## config.mk

```make
export PLATFORM = sky130hd
export DESIGN_NAME = countdown_timer_bcd
export DESIGN_NICKNAME = d
export VERILOG_FILES = /design/src/rtl/countdown_timer_bcd.sv
export SDC_FILE = /design/constraint.sdc
export NUM_CORES = 1
export LEC_CHECK = 0
export ABC_AREA = 1
export BUFFER_PORTS_ARGS = -buffer_cell sky130_fd_sc_hd__buf_4
export CAP_MARGIN = 30
export CORE_ASPECT_RATIO = 1.2
export CORE_MARGIN = 2
export CORE_UTILIZATION = 40
export CTS_CLUSTER_DIAMETER = 100
export CTS_CLUSTER_SIZE = 10
export DETAILED_ROUTE_END_ITERATION = 10
export GPL_ROUTABILITY_DRIVEN = 1
export HOLD_SLACK_MARGIN = 0.05
export SLEW_MARGIN = 20
export SYNTH_ARGS = -nofsm -noshare
export SYNTH_HDL_FRONTEND = slang
export SYNTH_SLANG_ARGS = --single-unit
```

## constraint.sdc

```tcl
create_clock -name clk -period 2.5 [get_ports clk]
set_clock_uncertainty 0.1 [all_clocks]
set_input_delay 0.25 -clock clk [delete_from_list [all_inputs] [get_ports clk]]
set_output_delay 0.25 -clock clk [all_outputs]
set_load 0.01 [all_outputs]
```

## src/rtl/countdown_timer_bcd.sv

```systemverilog
// rtl/countdown_timer_bcd.sv - MM:SS BCD countdown timer with expiry flag and done pulse (optional COUNTDOWN_AUTORELOAD_EN)
module countdown_timer_bcd #(
    parameter int MAX_MIN = 99
) (
    input  logic       clk,
    input  logic       reset,
    input  logic       tick,
    input  logic       load,
    input  logic [7:0] preset_min,
    input  logic [7:0] preset_sec,
    input  logic       start,
    input  logic       stop,
    input  logic       clear,
    output logic [7:0] min_bcd,
    output logic [7:0] sec_bcd,
    output logic       running,
    output logic       expired,
    output logic       done
);

    typedef enum logic [1:0] {IDLE, RUN, PAUSE, EXPIRED} state_t;

    localparam logic [3:0] MAX_TENS = 4'(MAX_MIN / 10);
    localparam logic [3:0] MAX_ONES = 4'(MAX_MIN % 10);

    state_t     state_q, state_d;
    logic [7:0] min_q, min_d, sec_q, sec_d;
    logic [7:0] dec_min, dec_sec;
    logic       dec_zero;
    logic [7:0] san_min, san_sec;
    logic       hit_zero;
    logic       running_d, expired_d;
`ifdef COUNTDOWN_AUTORELOAD_EN
    logic [7:0] pre_min_q, pre_min_d, pre_sec_q, pre_sec_d;
`endif

    function automatic logic [3:0] clamp9(input logic [3:0] n);
        return (n > 4'd9) ? 4'd9 : n;
    endfunction

    // Sanitise the preset: bad nibbles to 9, seconds to 59 max, minutes to MAX_MIN max
    always_comb begin
        logic [3:0] mt, mo, st, so;
        logic [6:0] min_val;
        mt      = clamp9(preset_min[7:4]);
        mo      = clamp9(preset_min[3:0]);
        st      = clamp9(preset_sec[7:4]);
        so      = clamp9(preset_sec[3:0]);
        min_val = {3'b000, mt} * 7'd10 + {3'b000, mo};
        san_min = (min_val > 7'(MAX_MIN)) ? {MAX_TENS, MAX_ONES} : {mt, mo};
        san_sec = (st > 4'd5) ? 8'h59 : {st, so};
    end

    // One-second BCD decrement with borrow chain; 00:00 holds rather than wrapping
    always_comb begin
        dec_min = min_q;
        dec_sec = sec_q;
        if (sec_q[3:0] != 4'd0) begin
            dec_sec[3:0] = sec_q[3:0] - 4'd1;
        end else if (sec_q[7:4] != 4'd0) begin
            dec_sec = {sec_q[7:4] - 4'd1, 4'd9};
        end else if (min_q != 8'h00) begin
            dec_sec = 8'h59;
            if (min_q[3:0] != 4'd0) begin
                dec_min[3:0] = min_q[3:0] - 4'd1;
            end else begin
                dec_min = {min_q[7:4] - 4'd1, 4'd9};
            end
        end
        dec_zero = (dec_min == 8'h00) && (dec_sec == 8'h00);
    end

    // State and count registers
    always_ff @(posedge clk or posedge reset) begin
        if (reset) begin
            state_q   <= IDLE;
            min_q     <= 8'h00;
            sec_q     <= 8'h00;
`ifdef COUNTDOWN_AUTORELOAD_EN
            pre_min_q <= 8'h00;
            pre_sec_q <= 8'h00;
`endif
        end else begin
            state_q   <= state_d;
            min_q     <= min_d;
            sec_q     <= sec_d;
`ifdef COUNTDOWN_AUTORELOAD_EN
            pre_min_q <= pre_min_d;
            pre_sec_q <= pre_sec_d;
`endif
        end
    end

    // Next state and count, commands resolved clear > load > stop > start > tick
    always_comb begin
        state_d   = state_q;
        min_d     = min_q;
        sec_d     = sec_q;
        hit_zero  = 1'b0;
`ifdef COUNTDOWN_AUTORELOAD_EN
        pre_min_d = pre_min_q;
        pre_sec_d = pre_sec_q;
`endif
        if (clear) begin
            state_d = IDLE;
            min_d   = 8'h00;
            sec_d   = 8'h00;
        end else if (load && state_q != RUN) begin
            state_d   = IDLE;
            min_d     = san_min;
            sec_d     = san_sec;
`ifdef COUNTDOWN_AUTORELOAD_EN
            pre_min_d = san_min;
            pre_sec_d = san_sec;
`endif
        end else if (stop && state_q == RUN) begin
            state_d = PAUSE;
        end else if (start && (state_q == IDLE || state_q == PAUSE) &&
                     (min_q != 8'h00 || sec_q != 8'h00)) begin
            state_d = RUN;
        end else if (tick && state_q == RUN) begin
            min_d = dec_min;
            sec_d = dec_sec;
            if (dec_zero) begin
                hit_zero = 1'b1;
`ifdef COUNTDOWN_AUTORELOAD_EN
                if (pre_min_q != 8'h00 || pre_sec_q != 8'h00) begin
                    min_d = pre_min_q;
                    sec_d = pre_sec_q;
                end else begin
                    state_d = EXPIRED;
                end
`else
                state_d = EXPIRED;
`endif
            end
        end
    end

    // Status flags follow the next state so they register on the same edge as the count
    always_comb begin
        running_d = (state_d == RUN);
        expired_d = (state_d == EXPIRED);
    end

    // Registered status outputs
    always_ff @(posedge clk or posedge reset) begin
        if (reset) begin
            running <= 1'b0;
            expired <= 1'b0;
            done    <= 1'b0;
        end else begin
            running <= running_d;
            expired <= expired_d;
            done    <= hit_zero;
        end
    end

    assign min_bcd = min_q;
    assign sec_bcd = sec_q;

endmodule

```

==> summary.txt, run 1 <==
Worst setup path
  – Worst r2r path cells: 14
  – CP Max Fanout: 9
  – Critical path required time: 2620 ps
  – Critical Path Source: sec_bcd[4]
  – Worst R2R Start: sec_bcd[4]
  – R2r endpoint: state_q[1]
  – Critical Path AT: 2390 ps
  – WS Path Type: flip-flop to flip-flop
  – Critical path startpoint category: flip-flop
  – Crit. End Element: flip-flop
  – R2R Setup Slk: roughly 220 ps

Floorplanning
  – Initial Util: 0.407
  – I/O Pins: between 40 and 50
  – # rows: 28
  – DIE HEIGHT: between 80 and 90 um
  – Die width: ~68 um
  – Die ar.: 5540 um^2
  – Core box area: 4870 um^2

Power and ir drop
  – Psw: ~690 uW
  – Int Pwr: 804 uW
  – Combinational share of power: 0.549
  – Power per Cell Area: 615 nW/um^2
  – Sw Ratio: 0.460
  – Seq pwr share: 0.292
  – Static Leak: 0.00135 uW
  – Clock power share: 0.159
  – VDD IR max: ~260 uV

Clock network
  – CTS tree: done
  – H-tree levels: 1
  – CTS Buf Count: 3
  – CTS Root Buffer Type: clkbuf_8
  – Clk buf depth: 2
  – Cts hold-fix bufs: 0
  – Skew-Pair Late Insertion Delay: ~270 ps
  – Reg clk slew, reported paths: ~80 ps
  – TritonCTS Sinks: 21

Yosys
  – Syn Nets: 345
  – Largest area contributor in the netlist: dfrtp_1
  – Synthesized area: 1980 um^2
  – Register area share after synthesis: 0.265
  – Post-synth ARST share: 1.00
  – Synth Register Bits: 21
  – Synth top area cells: dfrtp_1, nand2_1, ha_1
  – Yosys warns: 0
  – Avg Cell Area, Syn: 6.44 um^2
  – Cell count after synthesis: 308
  – Most frequently used flop master after synthesis: dfrtp_1
  – Number of synthesized flops with an enable pin: 0
  – Share of the synthesized area in the top cell type: 0.265
  – Synth unique cells: 36

Timing
  – Hold violation count in the final report: 0
  – Final worst setup slack: roughly 220 ps
  – Worst Tran Pin Value: 851 ps
  – Period utilisation layout: 0.910
  – Min cycle time layout: 2280 ps
  – Fin. max-slew vios: 0
  – # setup viols final: 0
  – Peak Freq: 439 MHz
  – RSZ-0062 raised after global routing: false
  – Slew headroom: 0.432

Global routing
  – First-pass GRT wire length: 8.87 mm
  – Vias in the first global route: 2035
  – Gr usage total: 0.210
  – Largest net degree at the start of global routing: 22
  – Initial antenna violation count: 0
  – GRT overflow: 0

Drt
  – Average routed wire per standard cell: 12.7 um
  – Via count: 2058
  – Drt pass-1 iters: 4
  – Remaining routing DRC violations: 0
  – Initial DRC count: 92
  – Via density: 5.00
  – Post-route ant nets: 0
  – Routed WL: 5.22 mm

Cells and area
  – Synth-to-layout area growth: 22.1%
  – Ratio of cells with drive above 1 in the final layout: 0.199
  – Number of diodes: 0
  – Most common cell after layout, fill and taps aside: nand2_1
  – Nets: 390
  – Commonest non-fill, non-tap cells in the layout: nand2_1, buf_4, inv_1
  – Finished Layout Cells: roughly 410

Place
  – Gp weighted congestion: 0.832
  – Pre-CTS setup slack: -13.1 ps
  – Number of instances in the placed design: 408
  – Post-DP HPWL: about 4.2 mm
  – Port Buf Inserts: 41

Hold path
  – Worst hold path class: primary input to asynchronous set/reset pin

Status
  – Outcome: completed

Run
  – Maximum capacitance violations: 0
==> per-layer routing <==
| layer | vias up | part of all wire | global-route usage |
|---|---|---|---|
| met1 | 928 | 0.42 | 0.244 |
| li1 | 1080 | - | - |
| met5 | - | 0 | 0 |
| met3 | 9 | 0.030 | 0.0249 |
| met4 | 0 | 0.016 | 0.0660 |
| met2 | 41 | 0.53 | 0.390 |
==> kinds of logic (layout without fill, tap and decap cells) <==
group | after synthesis | count (layout) | synth area share
buffers and inverters | 51 | 95 | 0.0984
AND/OR/NAND/NOR | 189 | 189 | 0.440
flip-flops | 21 | 21 | 0.265
AO/OA/AOI/OAI | 29 | 29 | 0.0890
other | 1 | 1 | 0.00189
XOR/XNOR | 3 | 3 | 0.0133
adder cells (fa/ha/maj) | 14 | 14 | 0.0921
==> state kept, by name, indices dropped and copies added, names as in the netlist <==
signal	flops
expired	1
sec_bcd	8
running	1
min_bcd	8
state_q	2
done	1
==> layout make-up <==
cell class | instances | area (um^2)
clock buffers | 3 | 41.3
clock inverters | 1 | 5.00
fillers | 522 | 2450
inverters | 46 | 173
multi-input cells | 236 | 1260
well taps | 60 | 75.1
repair buffers | 45 | 338
flip-flops and latches | 21 | 526
==> cells in the mapped netlist, types with 3 or more instances <==
master    count
nand4_1       5
o22ai_1       4
clkbuf_1      4
nor2_2        3
nand2_1     102
ha_1         13
o32ai_1       3
dfrtp_1      21
nor3_1        7
inv_2         4
o21ai_0       9
a21oi_1       7
nor2_4        3
nor2_1       24
nand3_2       3
nand3_1      30
inv_1        42
==> power by group through the flow <==
| stage | logic [uW] | clock network (uW) | registers, uW |
|---|---|---|---|
| after floorplan | 565 | 0 | 450 |
| after global placement | 808 | 0 | 443 |
| after detailed placement | 817 | 0 | 444 |
| after CTS | 819 | 244 | 437 |
| after global routing | 943 | 254 | 444 |
| final | 818 | 237 | 436 |
==> worst max-delay path by stage <==
stage / slack, ps / to
final: 220 / state_q[1]
after global routing: 30 / state_q[1]
after CTS: 240 / state_q[1]
after detailed placement: -10 / min_bcd[3]
after global placement: 70 / min_bcd[3]
after floorplan: 270 / min_bcd[3]
==> critical path: stages (launching register included) <==
cell	delay, ps
dfrtp_1	420
inv_1	140
ha_1	180
nand3_2	190
nor2_8	220
nand2_4	110
nand2_1	70
nand2_1	60
nor2_1	140
nand3_1	110
nor2_2	160
nand3_2	120
nand3_2	80
nand2_1	50
inv_1	50
==> through the flow <==
stage	hold slack (ps)	instance area [um^2]	utilization	power [uW]	setup TNS (ps)
2_1_floorplan	127	1980	-	1020	0
6_report	50.8	2420	0.497	1490	0
5_1_grt	110	2420	0.497	1640	0
4_1_cts	83.4	2420	0.497	1500	0
3_3_place_gp	381	2370	0.487	1250	0
3_5_place_dp	383	2370	0.487	1260	-13.1
==> what timing repair did <==
action                                  in CTS  in global routing
gates resized for setup                      0                  1
buffers inserted                             0                  0
endpoints found under the setup margin       0                  1
(Power assumes the default switching activity.)
==> run 2, diff against run 1 <==
SETUP_SLACK_MARGIN = 0.3   (was not set)
==> run 2 against run 1 <==
Setup slack gained 190 ps. Register-to-register slack improved by 210 ps. Critical path depth up 3. Total power grew 10%. Sequential power barely moved. Die area unchanged. Highest routed layer unchanged.
==> summary.txt, run 2 (synthesis results as in run 1) <==
Clock network
  – TritonCTS Sinks: 21 (unchanged)
  – Skew-Pair Late Insertion Delay: 270 ps (about the same)
  – Reg clk slew, reported paths: 80 ps (about the same)
  – H-tree levels: 1 (unchanged)
  – CTS Buf Count: 3 (unchanged)
  – Clk buf depth: 2 (unchanged)
  – CTS tree: done (unchanged)
  – CTS Root Buffer Type: clkbuf_8 (unchanged)

Global routing
  – Vias in the first global route: 1975 (was 2035)
  – GRT overflow: 0 (unchanged)
  – Gr usage total: 0.209 (was 0.210)
  – Largest net degree at the start of global routing: 22 (unchanged)
  – First-pass GRT wire length: 8.87 mm (about the same)
  – Initial antenna violation count: 0 (unchanged)

Drt
  – Via density: 5.01 (was 5.00)
  – Initial DRC count: 197 (was 92)
  – Drt pass-1 iters: 4 (unchanged)
  – Post-route ant nets: 0 (unchanged)
  – Average routed wire per standard cell: 13.1 um (was 12.7 um)
  – Remaining routing DRC violations: 0 (unchanged)
  – Routed WL: 5.63 mm (was 5.22 mm)
  – Via count: 2153 (was 2058)

Cells and area
  – Finished Layout Cells: 430 (was 412)
  – Post-layout util: 0.554 (was 0.497)
  – Final instance area: 2700 um^2 (was 2420 um^2)
  – Most common cell after layout, fill and taps aside: nand2_1 (unchanged)
  – Synth-to-layout area growth: 36.2% (was 22.1%)
  – Number of diodes: 0 (unchanged)
  – Ratio of cells with drive above 1 in the final layout: 0.305 (was 0.199)
  – Fillers: 505 (was 522)
  – Commonest non-fill, non-tap cells in the layout: nand2_1, buf_4, inv_1 (unchanged)
  – Nets: 408 (was 390)

Floorplanning
  – Die width: 68.3 um (unchanged)
  – # rows: 28 (unchanged)
  – Initial Util: 0.407 (unchanged)
  – DIE HEIGHT: 81.1 um (unchanged)
  – Die ar.: 5540 um^2 (unchanged)
  – Core box area: 4870 um^2 (unchanged)
  – I/O Pins: 42 (unchanged)

Place
  – Gp weighted congestion: 0.793 (was 0.832)
  – Cell Area, Placed: 2370 um^2 (about the same)
  – Number of instances in the placed design: 407 (was 408)
  – Post-DP HPWL: 4.20 mm (was 4.17 mm)
  – Port Buf Inserts: 41 (unchanged)

Run
  – Maximum capacitance violations: 0 (unchanged)

Timing
  – Min cycle time layout: 2090 ps (was 2280 ps)
  – # setup viols final: 0 (unchanged)
  – Period utilisation layout: 0.834 (was 0.910)
  – Hold violation count in the final report: 0 (unchanged)
  – Peak Freq: 480 MHz (was 439 MHz)
  – Fin. max-slew vios: 0 (unchanged)
  – RSZ-0062 raised after global routing: true (was false)
  – Final TNS setup: 0 ps (unchanged)

Worst setup path
  – Critical path required time: 2560 ps (was 2620 ps)
  – CP Max Fanout: 7 (was 9)
  – Critical path startpoint category: primary input (was flip-flop)
  – Crit path cell chain: buf_4, inv_1, nand2_2, inv_1, ha_1, ha_2, inv_2, fa_2, nor2_2, nand2_1, nand2_1, nand2_2, nand3_4, nand3_1, nand2_1, nand2_1, nand2_1 (was inv_1, ha_1, nand3_2, nor2_8, nand2_4, nand2_1, nand2_1, nor2_1, nand3_1, nor2_2, nand3_2, nand3_2, nand2_1, inv_1)
  – Slowest stage delay, CP: 570 ps (was 420 ps)
  – Crit path max-delay cell type: fa_2 (was dfrtp_1)
  – WS Path Type: primary input to flip-flop (was flip-flop to flip-flop)
  – Crit. End Element: flip-flop (unchanged)
  – CP most frequent cell: nand2_1
  – Critical Path AT: 2150 ps (was 2390 ps)

Power and ir drop
  – Static Leak: 0.00145 uW (was 0.00135 uW)
  – VDD IR max: 208 uV (was 264 uV)
  – Power per Cell Area: 609 nW/um^2 (was 615 nW/um^2)

Status
  – Outcome: completed (unchanged)

Hold path
  – Worst hold path class: primary input to flip-flop (was primary input to asynchronous set/reset pin)
-- run 2: changes by cell type in the layout (fill, tap and decap cells not counted), sizes merged --
cell / before / now
dlygate4sd3: 0 / 1
buf: 45 / 62
-- run 2: final cells by class --
type	instances	area, um^2	area share
clock buffer	3	41.3	0.0153
clock inverter	1	5.00	0.00185
inverter	46	173	0.0639
multi-input combinational	236	1390	0.513
sequential	21	526	0.195
tap	60	75.1	0.0278
timing repair buffer	63	495	0.184
-- run 2: metrics by stage --
step	setup slack [ps]	hold slack [ps]	total power, uW
global route	263	192	1800
finish	415	172	1650
detailed placement	52.1	401	1260
CTS	322	99.1	1520
global placement	122	384	1250
floorplan	327	127	1020
-- run 2: worst paths after layout --
kind                               start          to  slack, ps  cells past startpoint
hold / removal                     clear  state_q[1]        170                      4
setup reg to reg              sec_bcd[1]  state_q[1]        430                     13
hold reg to reg               min_bcd[6]  min_bcd[6]        460                      2
setup / recovery           preset_min[7]  min_bcd[5]        410                     17
min in group asynchronous          reset  sec_bcd[4]        380                      3
max in group asynchronous          reset  sec_bcd[1]       1540                      4
-- run 2: timing repair --
action                                  CTS  global route
buffers inserted                          1            16
resized for setup                         6            29
pin swaps                                 1            12
endpoints found under the setup margin    3            12
endpoints found under the hold margin     0             3
hold buffers                              0             1
-- run 2: critical path: cells and delay by family --
| kind | cells | cell delay [ps] |
|---|---|---|
| fa+ha+maj | 3 | 870 |
| buf+inv | 4 | 330 |
| simple gates | 10 | 660 |
-- run 2: power breakdown --
group          internal, uW  switching, uW  leakage (uW)  total (uW)
Sequential              382           55.7      0.000280         438
Clock                   111            119     0.0000255         230
Combinational           408            569       0.00115         977
Total                   902            743       0.00145        1650
-- run 2: layer usage --
layer / up-vias / global-route usage / share of wire
met1: 992 / 0.254 / 0.42
met2: 46 / 0.391 / 0.53
met4: 0 / 0.0460 / 0.012
met3: 8 / 0.0166 / 0.037
met5: - / 0 / 0
li1: 1107 / - / -
==> run 3, diff against run 2 <==
ABC_AREA = 0   (was 1)
clock period = 1.9 ns   (was 2.5 ns; I/O delays follow)
==> run 3 against run 2 <==
The flow now finishes with violations (setup timing). Cell area grew 29%. Largest power group unchanged. Register-to-register slack got worse by 1100 ps. Via count increased by 12%. Largest cell class unchanged. Highest routed layer unchanged.
==> summary.txt, run 3 <==
Status
  – Outcome: complete, but fails checks (was completed)
  – Failing checks: setup timing

Drt
  – Average routed wire per standard cell: 15.8 um (was 13.1 um)
  – Via density: 5.56 (was 5.01)
  – Initial DRC count: 140 (was 197)
  – Remaining routing DRC violations: 0 (unchanged)
  – Drt pass-1 iters: 4 (unchanged)
  – Routed WL: 6.89 mm (was 5.63 mm)
  – Post-route ant nets: 0 (unchanged)
  – Via count: 2417 (was 2153)

Yosys
  – Register area share after synthesis: 0.263 (was 0.265)
  – Count leader, synth: nor2_1 (was nand2_1)
  – Largest area contributor in the netlist: dfrtp_1 (unchanged)
  – Top post-synthesis cells by count: nor2_1, dfrtp_1, nand2_1 (was nand2_1, inv_1, nand3_1)
  – Yosys warns: 0 (unchanged)
  – Synthesized area: 2000 um^2 (was 1980 um^2)
  – Simple-Gate Fraction of Synth Area: 0.297 (was 0.440)
  – Share of the synthesized area in the top cell type: 0.263 (was 0.265)
  – Multiplexer area fraction after synthesis: 0.0307 (was 0)
  – Cell count after synthesis: 249 (was 308)
  – Number of synthesized flops with an enable pin: 0 (unchanged)
  – Synth unique cells: 63 (was 36)
  – Adder-cell share of the synthesized area: 0.101 (was 0.0921)
  – Post-synth ARST share: 1.00 (unchanged)
  – Avg Cell Area, Syn: 8.03 um^2 (was 6.44 um^2)
  – Largest family of logic cells by synthesized area: simple AND/OR/NAND/NOR gates (unchanged)
  – Synth Register Bits: 21 (unchanged)
  – Post-Synth XOR/XNOR Area: 0.0175 (was 0.0132)
  – Compound-cell area share of the yosys netlist: 0.236 (was 0.0890)
  – Most frequently used flop master after synthesis: dfrtp_1 (unchanged)
  – Synth top area cells: dfrtp_1, ha_1, nor2_1 (was dfrtp_1, nand2_1, ha_1)
  – Syn Nets: 286 (was 345)

Floorplanning
  – I/O Pins: 42 (unchanged)
  – Core box area: 4870 um^2 (unchanged)
  – DIE HEIGHT: 81.5 um (was 81.1 um)
  – Die width: 68.5 um (was 68.3 um)
  – Die ar.: 5580 um^2 (was 5540 um^2)
  – Initial Util: 0.411 (was 0.407)
  – # rows: 28 (unchanged)

Global routing
  – Initial antenna violation count: 0 (unchanged)
  – Gr usage total: 0.264 (was 0.209)
  – GRT overflow: 0 (unchanged)
  – Met2 Track Usage GR: 0.456 (was 0.391)
  – Vias in the first global route: 2399 (was 1975)
  – Largest net degree at the start of global routing: 22 (unchanged)
  – First-pass GRT wire length: 11.2 mm (was 8.87 mm)
  – GR peak layer: met2 (unchanged)
  – Met3 usage: 0.0301 (was 0.0166)
  – Met1 usage: 0.341 (was 0.254)

Hold path
  – Min-delay src: clear (unchanged)
  – Hold Crit Depth: 2 (was 4)
  – Worst hold path class: primary input to flip-flop (unchanged)

Clock network
  – Skew-Pair Late Insertion Delay: 260 ps (was 270 ps)
  – CTS tree: done (unchanged)
  – TritonCTS Sinks: 21 (unchanged)
  – Reg clk slew, reported paths: 80 ps (about the same)
  – Clk buf depth: 2 (unchanged)
  – H-tree levels: 1 (unchanged)
  – CTS Root Buffer Type: clkbuf_8 (unchanged)
  – CTS Buf Count: 3 (unchanged)

Worst setup path
  – CP most frequent cell: nor4_4 (was nand2_1)
  – Critical Path AT: 2650 ps (was 2150 ps)
  – CP Max Fanout: 5 (was 7)
  – Critical Path Source: sec_bcd[0] (was preset_min[7])
  – Crit path max-delay cell type: dfrtp_2 (was fa_2)
  – Crit. End Element: flip-flop (unchanged)
  – Worst R2R Start: sec_bcd[0] (was sec_bcd[1])
  – Slowest stage delay, CP: 410 ps (was 570 ps)
  – Worst r2r path cells: 9 (was 13)
  – Crit path cell chain: inv_2, ha_4, or3b_4, buf_6, nor4_4, mux2_4, nor4_4, nand4_1, and3_1 (was buf_4, inv_1, nand2_2, inv_1, ha_1, ha_2, inv_2, fa_2, nor2_2, nand2_1, nand2_1, nand2_2, nand3_4, nand3_1, nand2_1, nand2_1, nand2_1)
  – WS Path Type: flip-flop to flip-flop (was primary input to flip-flop)
  – Critical path startpoint category: flip-flop (was primary input)
  – Critical path required time: 1960 ps (was 2560 ps)

Power and ir drop
  – Pwr Total: 2100 uW (was 1650 uW)
  – Power per Cell Area: 602 nW/um^2 (was 609 nW/um^2)
  – Seq pwr share: 0.239 (was 0.266)
  – VDD IR max: 342 uV (was 208 uV)
  – Static Leak: 0.00160 uW (was 0.00145 uW)
  – Int Pwr: 1310 uW (was 902 uW)
  – Sw Ratio: 0.374 (was 0.452)
  – Combinational share of power: 0.617 (was 0.594)
  – Clock power share: 0.145 (was 0.140)
  – Psw: 785 uW (was 743 uW)

Timing
  – Fin. max-slew vios: 0 (unchanged)
  – Period utilisation layout: 1.36
  – Hold violation count in the final report: 0 (unchanged)
  – Peak Freq: 386 MHz
  – Min cycle time layout: 2590 ps
  – Final worst setup slack: -690 ps (was 415 ps)
  – # setup viols final: 20 (was 0)
  – RSZ-0062 raised after global routing: true (unchanged)

Place
  – Gp weighted congestion: 0.899 (was 0.793)
  – Pre-CTS setup slack: -760 ps (was 52.1 ps)
  – Port Buf Inserts: 41 (unchanged)
  – Post-DP HPWL: 4.95 mm (was 4.20 mm)

Cells and area
  – Commonest non-fill, non-tap cells in the layout: buf_4, nor2_1, dfrtp_1 (was nand2_1, buf_4, inv_1)
  – Ratio of cells with drive above 1 in the final layout: 0.547 (was 0.305)
  – Multi-input logic area: 1700 um^2 (was 1390 um^2)
  – Synth-to-layout area growth: 74.5% (was 36.2%)
  – Post-layout util: 0.716 (was 0.554)
  – Fillers: 376 (was 505)
  – Number of diodes: 0 (unchanged)
  – Nets: 413 (was 408)
  – Register area: 528 um^2 (was 526 um^2)
  – Most common cell after layout, fill and taps aside: buf_4 (was nand2_1)

Run
  – Maximum capacitance violations: 0 (unchanged)
-- run 3: kinds of logic after synthesis --
logic type      count (synthesis)
compound gates                 69
xor+xnor                        4
fa+ha+maj                      16
buf+inv                        26
flops                          21
mux                             6
other cells                     1
simple gates                  106
-- run 3: through the flow --
stage | hold slack (ps) | std cells | TNS (ps) | instance area (um^2)
finish | 113 | 435 | -9110 | 3490
global route | 112 | 435 | -11230 | 3490
CTS | 98.1 | 432 | -8460 | 3420
detailed placement | 155 | 415 | -10320 | 3010
global placement | 155 | 415 | -9930 | 3010
floorplan | 66.4 | 249 | -5120 | 2110
-- run 3: worst max-delay path: cells and delay by family, from the launching register on --
kind	cells	cell delay [ps]
buf+inv	2	230
flops	1	410
mux	1	350
fa+ha+maj	1	130
simple gates	5	1270
-- run 3: area by class of cell --
type | count | area share
Clock buffer | 4 | 0.0129
Sequential cell | 21 | 0.151
Inverter | 17 | 0.0183
Tap cell | 60 | 0.0215
Multi-Input combinational cell | 202 | 0.488
Timing Repair Buffer | 131 | 0.308
-- run 3: worst paths after layout --
path,endpoint,slack [ps]
setup / recovery,running,-690
hold / removal,sec_bcd[5],110
setup reg to reg,running,-690
hold reg to reg,expired,530
max in group asynchronous,sec_bcd[0],1000
min in group asynchronous,sec_bcd[4],450
-- run 3: repair_timing --
item	4_1_cts	5_1_grt
buffers inserted	12	3
hold endpoints to repair	21	0
endpoints found under the setup margin	21	21
hold buffers	1	0
resized for setup	62	14
pin swaps	35	14
-- run 3: power by group through the flow --
| stage | Clock (uW) | Combinational (uW) | Sequential [uW] |
|---|---|---|---|
| 2_1_floorplan | 0 | 514 | 552 |
| 6_report | 304 | 1290 | 501 |
| 3_3_place_gp | 0 | 1010 | 508 |
| 3_5_place_dp | 0 | 1020 | 509 |
| 4_1_cts | 310 | 1210 | 501 |
| 5_1_grt | 325 | 1390 | 506 |
-- run 3: per-layer routing --
layer,vias to the layer above,routed length [um]
li1,1166,-
met1,1174,2890
met2,64,3610
met3,13,286
met4,0,104
met5,-,0
